**src/rtl/systolic_stream_feeder.sv**
```systemverilog
// systolic_stream_feeder: buffers one operand frame from the host, streams it to the array, then flushes
module systolic_stream_feeder #(
  parameter int width_p = 8,
  parameter int array_width_p = 8,
  parameter int array_height_p = 8,
  parameter int flush_delay_p = 10,
  localparam int D = array_width_p * array_height_p,
  localparam int cw = $clog2(D + 1)
) (
  input  logic               clk_i,
  input  logic               reset_i,
  input  logic               wr_valid_i,
  input  logic [width_p-1:0] wr_data_i,
  output logic               wr_ready_o,
  input  logic               start_i,
  output logic               valid_o,
  output logic [width_p-1:0] data_o,
  input  logic               ready_i,
  output logic               flush_o,
  output logic               busy_o,
  output logic               done_o,
  output logic [cw-1:0]      count_o
);
  localparam int aw = D > 1 ? $clog2(D) : 1;
  localparam int dw = flush_delay_p > 1 ? $clog2(flush_delay_p) : 1;
  localparam logic [cw-1:0] last_c = cw'(D - 1);
  localparam logic [dw-1:0] dly_init_c = dw'(flush_delay_p > 0 ? flush_delay_p - 1 : 0);
  typedef enum logic [2:0] {FILL, ARMED, STREAM, WAIT, FLUSH, DONE} state_t;
  state_t state_q, state_n;
  logic [cw-1:0] cnt_q, cnt_n;
  logic [dw-1:0] dly_q, dly_n;
  logic [width_p-1:0] mem_q [D];
  logic [aw-1:0] ptr;
  assign ptr = aw'(cnt_q);
  assign wr_ready_o = state_q == FILL;
  assign valid_o = state_q == STREAM;
  assign data_o = valid_o ? mem_q[ptr] : '0;
  assign flush_o = state_q == FLUSH;
  assign done_o = state_q == DONE;
  assign busy_o = state_q inside {ARMED, STREAM, WAIT, FLUSH};
  assign count_o = cnt_q;
  // state, element counter (write or read pointer by phase) and flush delay counter
  always_ff @(posedge clk_i or negedge reset_i) begin
    if (!reset_i) begin
      state_q <= FILL;
      cnt_q <= '0;
      dly_q <= '0;
    end else begin
      state_q <= state_n;
      cnt_q <= cnt_n;
      dly_q <= dly_n;
    end
  end
  // frame buffer, deliberately left unreset
  always_ff @(posedge clk_i) begin
    if (wr_ready_o && wr_valid_i) mem_q[ptr] <= wr_data_i;
  end
  // sequencing: fill, wait for start, stream, quiet interval, flush, done
  always_comb begin
    state_n = state_q;
    cnt_n = cnt_q;
    dly_n = dly_q;
    case (state_q)
      FILL: if (wr_valid_i) begin
        cnt_n = cnt_q + 1'b1;
        state_n = cnt_q == last_c ? ARMED : FILL;
      end
      ARMED: if (start_i) begin
        cnt_n = '0;
        state_n = STREAM;
      end
      STREAM: if (ready_i) begin
        cnt_n = cnt_q + 1'b1;
        dly_n = dly_init_c;
        state_n = cnt_q != last_c ? STREAM : flush_delay_p == 0 ? FLUSH : WAIT;
      end
      WAIT: begin
        dly_n = dly_q - 1'b1;
        state_n = dly_q == '0 ? FLUSH : WAIT;
      end
      FLUSH: state_n = DONE;
      DONE: begin
        cnt_n = '0;
        state_n = FILL;
      end
      default: state_n = FILL;
    endcase
  end
endmodule

```
**config.mk**
```make
export PLATFORM = sky130hd
export DESIGN_NAME = systolic_stream_feeder
export DESIGN_NICKNAME = d
export VERILOG_FILES = /design/src/rtl/systolic_stream_feeder.sv
export SDC_FILE = /design/constraint.sdc
export NUM_CORES = 1
export LEC_CHECK = 0
export ABC_CLOCK_PERIOD_IN_PS = 3200
export CAP_MARGIN = 20
export CORE_MARGIN = 3
export CORE_UTILIZATION = 40
export CTS_CLUSTER_SIZE = 20
export DETAILED_ROUTE_END_ITERATION = 8
export PLACE_DENSITY = 0.61
export SYNTH_ARGS = -nofsm -noshare
export SYNTH_HDL_FRONTEND = slang
export SYNTH_SLANG_ARGS = --single-unit
```
**constraint.sdc**
```tcl
create_clock -name clk_i -period 3.2 [get_ports clk_i]
set_input_delay 0.64 -clock clk_i [delete_from_list [all_inputs] [get_ports clk_i]]
set_output_delay 0.64 -clock clk_i [all_outputs]
set_load 0.005 [all_outputs]
```
* Word level (Yosys, flattened, before mapping) *
Memories as Yosys holds them, arrays and structs flattened.
Cells that the tools add are included.

operators by class
  multiplexer cells = 16
  eq/ne operators = 10
  add/sub/neg operators = 2
  reduce and logical (&&, ||, !) cells = 9

operators with widths
  operator             count
  $pmux 7 s4           1
  $mux 7               3
  $pmux 3 s5           1
  $mux 3               4
  $mux 8               1
  $pmux 4 s2           1
  $reduce_bool 4->1    2
  $add 7x1->7 const B  1
  $eq 7x6->1 const B   1
  $ne 7x6->1 const B   1
  $eq 3x2->1 const B   2
  $eq 3x3->1 const B   2
  $logic_not 4->1      1
  $mux 1               4
  $mux 4               1
  $ne 2x2->1 const B   2
  $reduce_and 4->1     1
  $sub 4x1->4 const B  1
  $eq 3x1->1 const B   1
  $logic_not 3->1      1
  $reduce_and 3->1     1
  $ne 2x1->1 const B   1
  $reduce_and 2->1     1
  $reduce_bool 2->1    1
  $logic_and 1x1->1    1

storage, ports and cells
  memories kept = 1
  bits of input ports = 13
  output and inout bits = 20
  word-level logic and storage cells = 41
  bits in writable memories = 512
  register bits after elaboration = 14

memories
  name   words  width  rd ports  clocked after Yosys merged registers in  wr ports  line  text
  mem_q  64     8      1         0                                        1         32    logic [width_p-1:0] mem_q [D];

* Logic depth before layout (Yosys ltp) *
  depth after elaboration = 4
  gate-level depth with buffers = 8
  gate-level depth less buffers = 7

* Worst setup path after synthesis *
Ideal clock, no wire load.

  path type = register to output
  start point = reg cnt_q[0], in the netlist count_o[0]
  end point = out data_o[6]
  required time = 2.560 ns
  stages on the path, launching flop included = 9
  arrival = 1.775 ns
  path slack = 0.785 ns
  buffers on the path = 4
  path through = dfrtp_1 > buf_6 > buf_6 > buf_2 > buf_2 > mux4_2 > a21oi_1 > a211oi_1 > a31oi_1

on the way
  cells in the longest elaborated chain, start to end = 2

RTL lines
  what                    line  text
  from (decl)             30    logic [cw-1:0] cnt_q, cnt_n;
  from (signal assigned)  50    cnt_q <= cnt_n;
  $mem_v2 64x8            n/a
  $mux 8                  37    assign data_o = valid_o ? mem_q[ptr] : '0;
  to (decl)               17    output logic [width_p-1:0] data_o,

Every way passes these cells.

* Worst setup path in the final report *
  start point = reg cnt_q[0], in the netlist count_o[0]
  end point = out data_o[0]

The elaborated chain is that of the path after synthesis.

==> impl_results.md <==
* Outcome: finished, violations left
* Violated checks: setup timing
* Final slew viol count at 0
* Synth async-reset ratio at 2.66%
* Worst slew pin tran at 0.871 ns
* GRT Resource Usage Total at 19.0%
* Die area at 54700 um2
* Dominant cells by area after synthesis: edfxtp_1 (74%), mux4_2 (5.2%), a221oi_1 (3.7%), mux2i_1 (3.1%), dfrtp_1 (1.7%)
* H-tree levels at 2
* Core ar. at 50700 um2
* Final design utilization at 51.7%
* Initial Utilization at 41.0%
* RSZ-0062 raised after global routing: true
* Initial antenna violation count at 0
* Final count of hold timing violations at 0
* First-pass GRT wire length at 77100 um
* Critical path arrival at 3.04 ns
* Pwr Density at 835 nW/um2
* Post-DR vias/cell at 5.64
* Routed Antenna Nets at 0
* CTS sink cnt at 526
* Post-CTS Hold Buffers at 0
* # diodes at 0
* Count of different cell masters after synthesis at 49
* Post-synth EDFFs at 512
* Achievable Freq at 272 MHz
* CTS Buffer Depth at 3
* CTS tree: done
* Setup crit end kind: output pin
* DR DRC count at 0
* Fin cells at 2109
* Reg clk slew, reported paths at 0.06 ns
* Synth Instances at 1177
* Fraction of power consumed by sequential logic at 35.6%
* Final cycle utilization of the critical path at 115%
* Startpoint Class: flip-flop
* Final worst slack at -0.478 ns
* Seq/Total Area, Yosys at 75.7%
* Placed Cells at 1986
* WP data required at 2.56 ns
* Comb power frac at 34.7%
* Largest net degree at the start of global routing at 65
* Seq cells post-synth at 526
* Clk pwr share at 29.7%
* Top Ports at 33
* Die width at 234 um
* Port Buffers at 32
* Yosys top cell by area: edfxtp_1
* Final setup vio count at 8
* Die H at 234 um
* Pleak at 8.75 nW
* Synth Flop Type: edfxtp_1
* HPWL Detailed at 32200 um
* Psw at 6.57 mW
* Peak supply drop at 477 uV
* Post-synth top area share at 74.0%
* Clock Latency Late Sink at 0.60 ns
* Initial DRC count at 1127
* Mapped Nets at 1192
* Max Cap Viol at 0
* Num CTS Buffers at 55
* Synthesized cell area at 20800 um2
* Min Tclk post-route at 3.68 ns
* Vias in the first global route at 12219
* TritonRoute pass-1 iters at 5
* GR Overflow Total at 0
* Routed vias at 11885
* Internal power at 15.3 mW
* WL/cell at 24.4 um
* Yosys warns at 0
* GP Congestion at 0.851
* Syn avg cell area at 17.6 um2
* Final Skew at 0.0203 ns
* Slew headroom at 41.7%
* Setup CP Type: reg -> out
* Clock root cell: clkbuf_16
* CP max FO at 7
* Share of layout cells above drive strength 1 at 32.5%
* Fill cell count at 4024
* Switching share of power at 30.1%
* Rows at 82
* # nets final at 1405
* Routed WL at 51500 um
* Hold WC Path Type: in -> reg
* Syn-to-layout area delta at 26.2%
==> stage by stage <==
stage          worst slack, ns  hold WS [ns]  TNS [ns]  area, um2  power [mW]
2_1_floorplan            0.785         0.344         0      20800        11.3
3_3_place_gp            -0.270         0.496     -1.52      23300        14.1
3_5_place_dp            -0.280         0.522     -1.52      23300        14.2
4_1_cts                 -0.476         0.235     -3.34      26100        21.8
5_1_grt                 -0.585         0.260     -3.84      26200        22.7
6_report                -0.478         0.276     -3.21      26200        21.9
==> timing repair <==
action | 4_1_cts | 5_1_grt
gates resized for setup | 146 | 21
cloned | 7 | 0
buffers inserted | 11 | 2
pin swaps | 39 | 13
setup endpoints to repair | 8 | 8
==> logic make-up after synthesis <==
| kind of cell | Yosys count | share of synthesized area [%] |
|---|---|---|
| buf+inv | 91 | 2.04 |
| compound gates | 239 | 8.87 |
| fa+ha+maj | 2 | 0.120 |
| mux | 126 | 9.05 |
| xor+xnor | 1 | 0.0422 |
| simple gates | 192 | 4.19 |
| flops | 526 | 75.7 |
==> worst paths after layout <==
path	startpoint	to	slack, ns	depth (start not counted)
min	wr_data_i[5]	mem_q[39][5]	0.28	1
min reg2reg	dly_q[0]	dly_q[0]	0.53	1
max reg2reg	state_q[0]	mem_q[2][2]	0.64	5
max	count_o[0]	data_o[0]	-0.48	10
max in group asynchronous	reset_i	count_o[2]	2.01	1
min in group asynchronous	reset_i	count_o[0]	0.54	1
==> layout by cell type, fill, tap and decap left out, drive strengths merged, types with 7 or more instances in the layout <==
| master | netlist | routed |
|---|---|---|
| edfxtp | 512 | 512 |
| buf | 47 | 223 |
| nor2 | 91 | 91 |
| a221oi | 88 | 88 |
| clkbuf | 39 | 69 |
| mux2i | 64 | 64 |
| mux4 | 48 | 48 |
| nand2 | 39 | 39 |
| a22oi | 29 | 29 |
| clkinv | 0 | 25 |
| o21ai | 23 | 23 |
| nand2b | 22 | 22 |
| o221ai | 21 | 21 |
| o22a | 16 | 16 |
| clkdlybuf4s50 | 0 | 16 |
| a21oi | 16 | 16 |
| mux2 | 14 | 14 |
| dfrtp | 14 | 14 |
| nor3 | 12 | 12 |
| o22ai | 10 | 10 |
| a211oi | 9 | 9 |
| a31oi | 9 | 9 |
| bufinv | 0 | 8 |
| o211ai | 7 | 7 |
| nor2b | 7 | 7 |
==> synth_stat cells, drive strengths merged, types with 2 or more instances <==
cell type	n
a211oi	9
a21oi	16
a221oi	88
a22o	2
a22oi	29
a31oi	9
and2	5
buf	47
clkbuf	39
dfrtp	14
edfxtp	512
ha	2
inv	5
mux2	14
mux2i	64
mux4	48
nand2	39
nand2b	22
nand3	4
nor2	91
nor2b	7
nor3	12
o211ai	7
o21ai	23
o221ai	21
o22a	16
o22ai	10
o2bb2ai	6
or2	3
or3	2
==> state kept, by name, indices dropped and copies added (netlist names) <==
name     flops
count_o      7
dly_q        4
mem_q      512
state_q      3
==> final cells by class <==
cell class	instances	area, um2	share of cell area [%]
sequential	526	15700	60.0
multi-input combinational	560	5330	20.4
timing repair buffer	242	2420	9.25
clock buffer	69	1470	5.61
tap	672	841	3.21
clock inverter	35	380	1.45
inverter	5	18.8	0.0716
==> worst max-delay path, cell delays in order, from the launching register on <==
cell,delay [ns]
dfrtp_4,0.52
buf_12,0.15
buf_12,0.14
buf_6,0.12
mux4_2,0.42
mux2i_2,0.22
o22ai_2,0.14
a211oi_2,0.31
buf_4,0.18
a31oi_2,0.08
buf_2,0.15
==> metal layers <==
layer,GRT usage [%],share of wire [%],vias to the layer above
met5,0.268,0,-
met4,6.45,2.8,0
met3,3.06,6.0,89
met2,31.0,49,387
met1,26.1,43,6127
li1,-,-,5282
==> power by group through the flow <==
stage	Combinational, mW	Clock, mW	Sequential (mW)
3_3_place_gp	6.19	0	7.95
3_5_place_dp	6.24	0	7.96
5_1_grt	8.01	6.88	7.81
4_1_cts	7.42	6.60	7.81
6_report	7.58	6.49	7.80
2_1_floorplan	3.38	0	7.87
(Power assumes the default switching activity.)
